`src/rtl/riscv_pkg.sv`:
```
// Shared RV32 definitions used by the execute-stage M-extension unit.
package riscv_pkg;

  typedef enum logic [2:0] {
    OP_MUL    = 3'b000,
    OP_MULH   = 3'b001,
    OP_MULHSU = 3'b010,
    OP_MULHU  = 3'b011,
    OP_DIV    = 3'b100,
    OP_DIVU   = 3'b101,
    OP_REM    = 3'b110,
    OP_REMU   = 3'b111
  } muldiv_op_e;

  localparam logic [6:0] FUNCT7_MULDIV = 7'b0000001;

  // Signed divide/remainder: DIV and REM (funct3[2]=1, funct3[0]=0).
  function automatic logic is_signed_div(input logic [2:0] f3);
    return f3[2] & ~f3[0];
  endfunction

endpackage

```
`src/rtl/ex_muldiv_if.sv`:
```
// EX-stage <-> multiply/divide unit signals.
// Handshake: an op issues in an IDLE cycle with start=1 and flush=0; busy is high from
// that cycle until the done pulse, and start must be held while busy (ID/EX is stalled).
interface ex_muldiv_if #(parameter int XLEN = 32);
  logic            start;
  logic [2:0]      funct3;
  logic [XLEN-1:0] op_a;
  logic [XLEN-1:0] op_b;
  logic            flush;
  logic            busy;
  logic            done;
  logic [XLEN-1:0] result;

  modport master (output start, funct3, op_a, op_b, flush, input busy, done, result);
  modport slave  (input start, funct3, op_a, op_b, flush, output busy, done, result);
endinterface

```
`src/rtl/serial_divider.sv`:
```
// Unsigned restoring divider, one quotient bit per cycle after load.
// quotient/remainder show the values after the step taken in the current cycle.
module serial_divider #(
  parameter int XLEN = 32
) (
  input  logic            clk,
  input  logic            Rst,
  input  logic            load,
  input  logic [XLEN-1:0] dividend,
  input  logic [XLEN-1:0] divisor,
  output logic [XLEN-1:0] quotient,
  output logic [XLEN-1:0] remainder,
  output logic            last
);
  localparam int CW = $clog2(XLEN);

  logic [XLEN-1:0] rem_q, dvd_q, dsr_q;
  logic [CW-1:0]   cnt_q;
  logic [XLEN:0]   shifted, diff;

  always_comb begin
    shifted   = {rem_q, dvd_q[XLEN-1]};
    diff      = shifted - {1'b0, dsr_q};
    // Negative difference (borrow) restores the shifted partial remainder.
    remainder = diff[XLEN] ? shifted[XLEN-1:0] : diff[XLEN-1:0];
    quotient  = {dvd_q[XLEN-2:0], ~diff[XLEN]};
    last      = (cnt_q == CW'(XLEN - 1));
  end

  always_ff @(posedge clk or negedge Rst) begin
    if (!Rst) begin
      rem_q <= '0;
      dvd_q <= '0;
      dsr_q <= '0;
      cnt_q <= '0;
    end else if (load) begin
      rem_q <= '0;
      dvd_q <= dividend;
      dsr_q <= divisor;
      cnt_q <= '0;
    end else begin
      rem_q <= remainder;
      dvd_q <= quotient;
      cnt_q <= cnt_q + 1'b1;
    end
  end
endmodule

```
`src/rtl/ex_muldiv.sv`:
```
// RV32M execute-stage multiply/divide unit: two-cycle multiplier, 32-step divider,
// combinational stall request and a registered one-cycle done pulse.
module ex_muldiv
  import riscv_pkg::*;
#(
  parameter int XLEN = 32
) (
  input  logic        clk,
  input  logic        Rst,
  ex_muldiv_if.slave  bus,
  output logic [1:0]  dbg_state
);
  localparam logic [1:0] S_IDLE = 2'd0;
  localparam logic [1:0] S_MUL  = 2'd1;
  localparam logic [1:0] S_DIV  = 2'd2;
  localparam logic [1:0] S_DONE = 2'd3;

  logic [1:0]        state, state_n;
  muldiv_op_e        op_q;
  logic [XLEN-1:0]   a_q, b_q, result_q, result_n;
  logic              first_q, done_q, issue;
  logic [XLEN-1:0]   div_a_in, div_b_in, div_q, div_r, q_fix, r_fix;
  logic              div_last, d_signed, is_rem, ovf;
  logic signed [XLEN:0]     ma, mb;
  logic signed [2*XLEN-1:0] prod;

  assign issue     = Rst && (state == S_IDLE) && bus.start && !bus.flush;
  assign bus.busy  = issue || (state == S_MUL) || (state == S_DIV);
  assign bus.done  = done_q;
  assign bus.result = result_q;
  assign dbg_state = state;

  // Divider is loaded at the issue edge so the 32 steps fill the DIV cycles exactly.
  assign div_a_in = (is_signed_div(bus.funct3) && bus.op_a[XLEN-1]) ? -bus.op_a : bus.op_a;
  assign div_b_in = (is_signed_div(bus.funct3) && bus.op_b[XLEN-1]) ? -bus.op_b : bus.op_b;

  serial_divider #(.XLEN(XLEN)) u_div (
    .clk       (clk),
    .Rst       (Rst),
    .load      (issue),
    .dividend  (div_a_in),
    .divisor   (div_b_in),
    .quotient  (div_q),
    .remainder (div_r),
    .last      (div_last)
  );

  always_comb begin
    ma   = {(op_q != OP_MULHU) & a_q[XLEN-1], a_q};
    mb   = {((op_q == OP_MUL) || (op_q == OP_MULH)) & b_q[XLEN-1], b_q};
    prod = ma * mb;
    d_signed = is_signed_div(op_q);
    is_rem   = op_q[1];
    ovf      = d_signed && (a_q == {1'b1, {(XLEN-1){1'b0}}}) && (b_q == '1);
    q_fix    = (d_signed && (a_q[XLEN-1] ^ b_q[XLEN-1])) ? -div_q : div_q;
    r_fix    = (d_signed && a_q[XLEN-1]) ? -div_r : div_r;
  end

  always_comb begin
    state_n  = state;
    result_n = result_q;
    case (state)
      S_IDLE: if (issue) state_n = bus.funct3[2] ? S_DIV : S_MUL;
      S_MUL: begin
        if (bus.flush) state_n = S_IDLE;
        else begin
          state_n  = S_DONE;
          result_n = (op_q == OP_MUL) ? prod[XLEN-1:0] : prod[2*XLEN-1:XLEN];
        end
      end
      S_DIV: begin
        if (bus.flush) state_n = S_IDLE;
        else if (first_q && (b_q == '0)) begin
          state_n  = S_DONE;
          result_n = is_rem ? a_q : '1;
        end else if (first_q && ovf) begin
          state_n  = S_DONE;
          result_n = is_rem ? '0 : a_q;
        end else if (div_last) begin
          state_n  = S_DONE;
          result_n = is_rem ? r_fix : q_fix;
        end
      end
      default: state_n = S_IDLE;
    endcase
  end

  always_ff @(posedge clk or negedge Rst) begin
    if (!Rst) begin
      state    <= S_IDLE;
      op_q     <= OP_MUL;
      a_q      <= '0;
      b_q      <= '0;
      first_q  <= 1'b0;
      done_q   <= 1'b0;
      result_q <= '0;
    end else begin
      state    <= state_n;
      result_q <= result_n;
      done_q   <= (state_n == S_DONE);
      first_q  <= issue;
      if (issue) begin
        op_q <= muldiv_op_e'(bus.funct3);
        a_q  <= bus.op_a;
        b_q  <= bus.op_b;
      end
    end
  end
endmodule

```
`src/flat_wrapper.sv`:
```
// flat-port wrapper written by rule: the top's interface ports become plain ports
module ex_muldiv_flat import riscv_pkg::*;
#(
  parameter int XLEN = 32
)
  (clk, Rst, dbg_state, bus_start, bus_funct3, bus_op_a, bus_op_b, bus_flush, bus_busy, bus_done, bus_result);
  ex_muldiv_if #(.XLEN(XLEN)) bus_i ();
  input  logic clk;
  input  logic Rst;
  output logic [1:0] dbg_state;
  input wire logic [$bits(bus_i.start)-1:0] bus_start;
  input wire logic [$bits(bus_i.funct3)-1:0] bus_funct3;
  input wire logic [$bits(bus_i.op_a)-1:0] bus_op_a;
  input wire logic [$bits(bus_i.op_b)-1:0] bus_op_b;
  input wire logic [$bits(bus_i.flush)-1:0] bus_flush;
  output wire logic [$bits(bus_i.busy)-1:0] bus_busy;
  output wire logic [$bits(bus_i.done)-1:0] bus_done;
  output wire logic [$bits(bus_i.result)-1:0] bus_result;
  assign bus_i.start = bus_start;
  assign bus_i.funct3 = bus_funct3;
  assign bus_i.op_a = bus_op_a;
  assign bus_i.op_b = bus_op_b;
  assign bus_i.flush = bus_flush;
  assign bus_busy = bus_i.busy;
  assign bus_done = bus_i.done;
  assign bus_result = bus_i.result;
  ex_muldiv #(.XLEN(XLEN)) u_core (.clk(clk), .Rst(Rst), .bus(bus_i), .dbg_state(dbg_state));
endmodule
```
`config.mk`:
```
export PLATFORM = sky130hd
export DESIGN_NAME = ex_muldiv_flat
export DESIGN_NICKNAME = d
export VERILOG_FILES = /design/src/rtl/riscv_pkg.sv /design/src/rtl/ex_muldiv_if.sv /design/src/rtl/serial_divider.sv /design/src/rtl/ex_muldiv.sv /design/src/flat_wrapper.sv
export SDC_FILE = /design/constraint.sdc
export NUM_CORES = 2
export LEC_CHECK = 0
export BUFFER_PORTS_ARGS = -buffer_cell sky130_fd_sc_hd__clkbuf_2
export CAP_MARGIN = 30
export CORE_ASPECT_RATIO = 1.75
export CORE_MARGIN = 2
export CORE_UTILIZATION = 47
export CTS_CLUSTER_DIAMETER = 60
export DETAILED_ROUTE_END_ITERATION = 8
export PLACE_DENSITY = 0.67
export SYNTH_ARGS = -nofsm -noshare
export SYNTH_HDL_FRONTEND = slang
export SYNTH_SLANG_ARGS = --single-unit
```
`constraint.sdc`:
```
create_clock -name clk -period 10.1 [get_ports clk]
set_input_delay 1.515 -clock clk [delete_from_list [all_inputs] [get_ports clk]]
set_output_delay 1.515 -clock clk [all_outputs]
set_load 0.01 [all_outputs]
```
## Yosys cells after proc, flatten, opt, wreduce, memory -nomap -nowiden

Cells that the tools add are included.

| operators by class | value |
|---|---|
| add/subtract/negate cells | 6 |
| multiply operators | 1 |
| div/mod/pow operators | 0 |
| $lt $le $gt $ge | 0 |
| equal/unequal tests | 11 |
| shifts and indexed selects | 0 |
| mux-type cells | 26 |
| bitwise logic cells | 8 |
| reduce and logical (&&, ||, !) cells | 20 |

Operators with widths:

| kind | count |
|---|---|
| $mux W32 | 16 |
| $neg A32 Y32 | 4 |
| $eq A32 B32 Y1 const B | 2 |
| $mul A33 B33 Y64 | 1 |
| $pmux W32 S2 | 1 |
| $sub A33 B32 Y33 | 1 |
| $logic_not A32 Y1 | 1 |
| $mux W2 | 7 |
| $logic_and A1 B1 Y1 | 11 |
| $pmux W2 S3 | 1 |
| $add A5 B1 Y5 const B | 1 |
| $eq A5 B5 Y1 const B | 1 |
| $mux W5 | 1 |
| $and A1 B1 Y1 | 4 |
| $eq A2 B2 Y1 const B | 2 |
| $ne A2 B2 Y1 const B | 2 |
| $ne A4 B3 Y1 const B | 1 |
| $reduce_and A4 Y1 | 1 |
| $eq A3 B1 Y1 const B | 1 |
| $logic_not A3 Y1 | 1 |
| $logic_or A1 B1 Y1 | 3 |
| $ne A3 B2 Y1 const B | 1 |
| $not A1 Y1 | 3 |
| $eq A2 B1 Y1 const B | 1 |
| 4 further kinds | 4 |

| word-level totals | value |
|---|---|
| register bits | 204 |
| bits in latches | 0 |
| RAM bits | 0 |
| bits in read-only memories | 0 |
| input port bits | 71 |
| output and inout port bits | 36 |
| logic and storage cells | 83 |
| memories | 0 |

## Depth between registers and ports, before layout

| depth | value |
|---|---|
| word-level depth | 10 |
| mapped depth | 33 |
| depth with buffers taken out | 31 |

## Modules after synthesis

A second synthesis with hierarchy kept.

| second synthesis, totals | value |
|---|---|
| cells, all modules | 6036 |
| area total of the unflattened synthesis | 52571.7 um^2 |

By module, submodules not included:

| module | times used | cells each | area each (um^2) | seq. area each (um^2) |
|---|---|---|---|---|
| ex_muldiv | 1 | 5385 | 46256.9 | 2577.5 |
| serial_divider | 1 | 651 | 6314.8 | 2527.4 |

## Worst setup path after synthesis

OpenSTA, ideal clock, no wires.

| path | value |
|---|---|
| path type | register to register |
| start point | register u_core.op_q[1] |
| end point | register u_core.result_q[31], in the netlist u_core.bus.result[31] |
| library setup time | 0.086 ns |
| arrival time | 8.509 ns |
| data required time | 10.014 ns |
| setup slack | 1.505 ns |
| cell stages (with the launch flop) | 33 |
| buffers on the path | 2 |
| period minus slack after synthesis | 8.595 ns |
| cells stage by stage | dfrtp_1 > clkbuf_1 > nand2_1 > o21a_1 > clkbuf_1 > nand2_1 > inv_1 > fa_1 > inv_1 > fa_1 > inv_1 > fa_1 > inv_1 > fa_1 > inv_1 > fa_1 > fa_1 > inv_1 > fa_1 > fa_1 > inv_1 > ha_1 > a21oi_1 > o21bai_1 > a21o_1 > a221o_1 > a21oi_1 > o21ai_0 > a221oi_1 > a211oi_1 > a21oi_1 > nand3_1 > nor3_1 |

| on the way | value |
|---|---|
| cells in the longest elaborated chain, start to end | 7 |
| elaborated cells on any way between the ends | 17 |
| classes of those cells | mul (1); eq/ne (2); mux (10); bitwise (2); reduce/logical (2) |

Ends and longest elaborated chain:

| item | line | source |
|---|---|---|
| from (decl) | ex_muldiv.sv:19 | `muldiv_op_e op_q;` |
| from (signal assigned) | ex_muldiv.sv:103 | `op_q <= muldiv_op_e'(bus.funct3);` |
| $eq A3 B1 Y1 / $logic_not A3 Y1 (equally long branches) | ex_muldiv.sv:50, ex_muldiv.sv:68 |  |
| $logic_or A1 B1 Y1 | ex_muldiv.sv:50 | `mb = {((op_q == OP_MUL) \|\| (op_q == OP_MULH)) & b_q[XLEN-1], b_q};` |
| $and A1 B1 Y1 | ex_muldiv.sv:50 |  |
| $mul A33 B33 Y64 | ex_muldiv.sv:51 | `prod = ma * mb;` |
| $mux W32 | ex_muldiv.sv:68 | `result_n = (op_q == OP_MUL) ? prod[XLEN-1:0] : prod[2*XLEN-1:XLEN];` |
| $mux W32 | ex_muldiv.sv:65 | `if (bus.flush) state_n = S_IDLE;` |
| $pmux W32 S2 * | ex_muldiv.sv:62 | `case (state)` |
| to (signal assigned) | ex_muldiv.sv:99 | `result_q <= result_n;` |
| to (decl) | ex_muldiv.sv:20 | `logic [XLEN-1:0] a_q, b_q, result_q, result_n;` |

Every way passes the cells marked *; elsewhere a longest branch is shown, timed or not. The select of a mux whose other input is x is not followed.
A chain may end at the register's enable or synchronous reset.

## Worst setup path in the final report

| path | value |
|---|---|
| start point | register u_core.b_q[6] |
| end point | register u_core.result_q[20], in the netlist u_core.bus.result[20] |

| on the way | value |
|---|---|
| cells in the longest elaborated chain, start to end | 7 |
| elaborated cells on any way between the ends | 14 |
| classes of those cells | mul (1); eq/ne (2); mux (6); reduce/logical (5) |

Ends and longest elaborated chain:

| item | line | source |
|---|---|---|
| from (decl) | ex_muldiv.sv:20 |  |
| from (signal assigned) | ex_muldiv.sv:105 | `b_q <= bus.op_b;` |
| branches (longest 7 deep; another with $mul A33 B33 Y64) | n/a |  |

Several ways; the timed one is not identified. The select of a mux whose other input is x is not followed.

==> summary.md <==
| Metric | Value |
|---|---|
| Filler instances | roughly 11,000 |
| Worst-path fanout max | 17 |
| Die width | roughly 260 um |
| Largest net degree at the start of global routing | just under 90 |
| Tmin final | between 9 and 10 ns |
| Gr usage total | 30.1% |
| Core area | ~110,000 um2 |
| Drt pass-1 iters | 6 |
| Reg clk slew, reported paths | approximately 0.07 ns |
| Worst EP required | 10.50 ns |
| Number of max-cap violations | 0 |
| Count leader, synth | inv_1 |
| Multi-input gate area in the final layout | 41,300 um2 |
| Global-route wire length before repair | approximately 260,000 um |
| Worst Setup End Kind | flip-flop |
| Drt total wl | roughly 170,000 um |
| Post-synthesis cell type count | between 90 and 100 |
| Post-route DRC | 0 |
| Mapped Nets | between 7,000 and 8,000 |
| Seq. cell area | 5080 um2 |
| Synth area leader | fa_1 |
| Clock buffer depth | 3 |
| Average size of a mapped cell | 8.60 um2 |
| WL per Instance | 22.5 um |
| Placer Congestion | ~1 |
| Fin. Hold Viols | 0 |
| Setup Crit Path Kind | reg -> reg |
| Die Height | between 400 and 500 um |
| RSZ-0062 raised after global routing | no |
| Final period util | between 90% and 100% |
| DP Wirelength | 139,000 um |
| Die area | 114,000 um2 |
| Fmax | around 110 MHz |
| Sequential share of the synthesized area | 9.68% |
| Final Skew | 0.0341 ns |
| Main synth FF type | dfrtp_1 |
| Ys async rst share | 100% |
| Clk sinks | 203 |
| GR Overflow Total | 0 |
| Final setup TNS | 0 ns |
| Post-CTS Setup Bufs | 0 |
| Resize count post-CTS | 0 |
| DRT antenna net count | 0 |
| Actual slew at the worst max-slew pin | 1.17 ns |
| EDFF count, synth | 0 |
| Layout cell share with drive strength beyond 1 | between 5 and 6% |
| Worst slew margin | about a fifth |
| CTS Hold Buffers Added | 0 |
| Synth Register Bits | roughly 200 |
| Drt initial violations | between 2,000 and 3,000 |
| Final setup viols | 0 |
| Buffers on Ports | ~110 |
| Top cell type's share of synthesized area | 43.0% |
| Io pins | 107 |
| Run status | finished, final reports clean |
| Row count | 162 |
| Routed vias | between 40,000 and 50,000 |
| Synth warn | 0 |
| DR vias/cell | roughly 5.6 |
| Post-Syn Instances | 6,102 |
| Vias in the first global route | 46,200 |
| Final net count | between 7,000 and 8,000 |
| Top post-synthesis cells by count | inv_1, nand2_1, fa_1 |
| TritonCTS clock tree | built |
| Latest clock arrival within the worst-skew pair | about 0.56 ns |
| CP arrival | between 9 and 10 ns |
| Area grow syn2layout | 6.12% |
| H-Tree Depth | 1 |
| Num CTS Buffers | 21 |
| Starting Density | between 40% and 50% |
| Antenna violations before repair | 2 |
| Slew Viols, Final | 0 |
| Area contributors post-synth | fa_1, dfrtp_1, inv_1 |
| Post-synth design cell area | roughly 52,000 um2 |
| Worst Setup Start Kind | flip-flop |
| Root buf cell | clkbuf_16 |
| Hold WC Path Type | reg -> reg |
## path summary, 6_finish.rpt
path / cells past startpoint / endpoint / slack (ns) / startpoint
max: 27 / u_core.bus.result[20]$_DFFE_PN0P_ / 0.62 / u_core.b_q[6]$_DFFE_PN0P_
min reg2reg: 1 / u_core.u_div.cnt_q[0]$_DFF_PN0_ / 0.46 / u_core.u_div.cnt_q[0]$_DFF_PN0_
min in group asynchronous: 1 / u_core.u_div.rem_q[4]$_DFF_PN0_ / 0.83 / Rst
min: 1 / u_core.u_div.cnt_q[0]$_DFF_PN0_ / 0.46 / u_core.u_div.cnt_q[0]$_DFF_PN0_
max in group asynchronous: 4 / u_core.bus.result[30]$_DFFE_PN0P_ / 7.56 / Rst
max reg2reg: 27 / u_core.bus.result[20]$_DFFE_PN0P_ / 0.62 / u_core.b_q[6]$_DFFE_PN0P_
## sequential cells by signal, indices dropped and copies added (netlist names)
| name | flops |
|---|---|
| u_core.b_q | 31 |
| u_core.a_q | 32 |
| u_core.op_q | 3 |
| u_core.first_q | 1 |
| u_core.bus.done | 1 |
| u_core.dbg_state | 2 |
| u_core.u_div.cnt_q | 5 |
| u_core.u_div.rem_q | 32 |
| u_core.u_div.dsr_q | 32 |
| u_core.bus.result | 32 |
| u_core.u_div.dvd_q | 32 |
## layout by cell type (no fill, tap or decap), types with 22 or more instances in the layout
master,synthesis,layout
a211oi_1,29,29
a21o_1,61,61
a21oi_1,172,172
a31oi_1,32,32
and2_1,296,296
buf_4,0,136
clkbuf_2,0,105
dfrtp_1,203,199
fa_1,1126,1126
ha_1,255,255
inv_1,1255,1254
mux2i_1,31,31
nand2_1,1157,1157
nand2b_1,22,22
nand3_1,43,43
nand4_1,28,28
nor2_1,210,210
nor3_1,51,50
nor4_1,30,29
o21ai_0,185,185
o31ai_1,26,26
xnor2_1,122,122
xor2_1,75,75
## routing by layer
metal	wire length [um]	up-vias	global-route usage, %
met5	18	-	0
met3	9440	656	3.36
met2	89200	1681	55.9
li1	-	18200	-
met4	14400	2	21.5
met1	55600	21700	31.4
## layout make-up
class                      count  share of cell area (%)
antenna                        2                 0.00899
timing repair buffer         261                    3.63
clock buffer                  27                    1.04
multi-input combinational   4273                    74.1
inverter                    1257                    8.47
sequential                   203                    9.13
clock inverter                11                   0.274
tap                         1476                    3.32
## logic make-up after synthesis
kind of cell | count (synthesis) | synth area share (%)
fa+ha+maj | 1381 | 49.0
xor+xnor | 197 | 3.29
buf+inv | 1626 | 11.7
simple gates | 1972 | 17.1
compound gates | 689 | 8.54
flops | 203 | 9.68
mux | 34 | 0.656
## worst max-delay path, stage by stage, from the launching register on
cell,delay (ns)
dfrtp_1,0.99
buf_4,0.34
nand2_1,0.11
fa_1,0.56
inv_1,0.05
fa_1,0.51
inv_1,0.06
fa_1,0.50
inv_1,0.05
fa_1,0.47
inv_1,0.05
fa_1,0.49
fa_1,0.55
inv_1,0.05
fa_1,0.50
fa_1,0.47
ha_1,0.46
a21oi_1,0.14
o21ai_0,0.19
a31oi_1,0.11
o211ai_1,0.47
o211ai_1,0.17
nand2b_1,0.20
a21boi_1,0.20
or4_1,0.52
a211oi_1,0.51
mux2i_1,0.44
a211oi_1,0.13
## stage by stage
stage               worst slack (ns)  cells  util, %  hold WS, ns  instance area (um2)
finish                         0.618   7510     50.1        0.465                55700
global route                  0.0294   7508     50.1        0.493                55700
detailed placement             0.656   7466     49.4        0.464                54800
floorplan                       1.51   6102        -        0.433                52500
CTS                            0.676   7504     50.0        0.473                55600
global placement               0.831   7456     49.2        0.459                54600
Power is not shown: default switching activity piles up to over one toggle a cycle in this logic, so the estimate is an artifact.
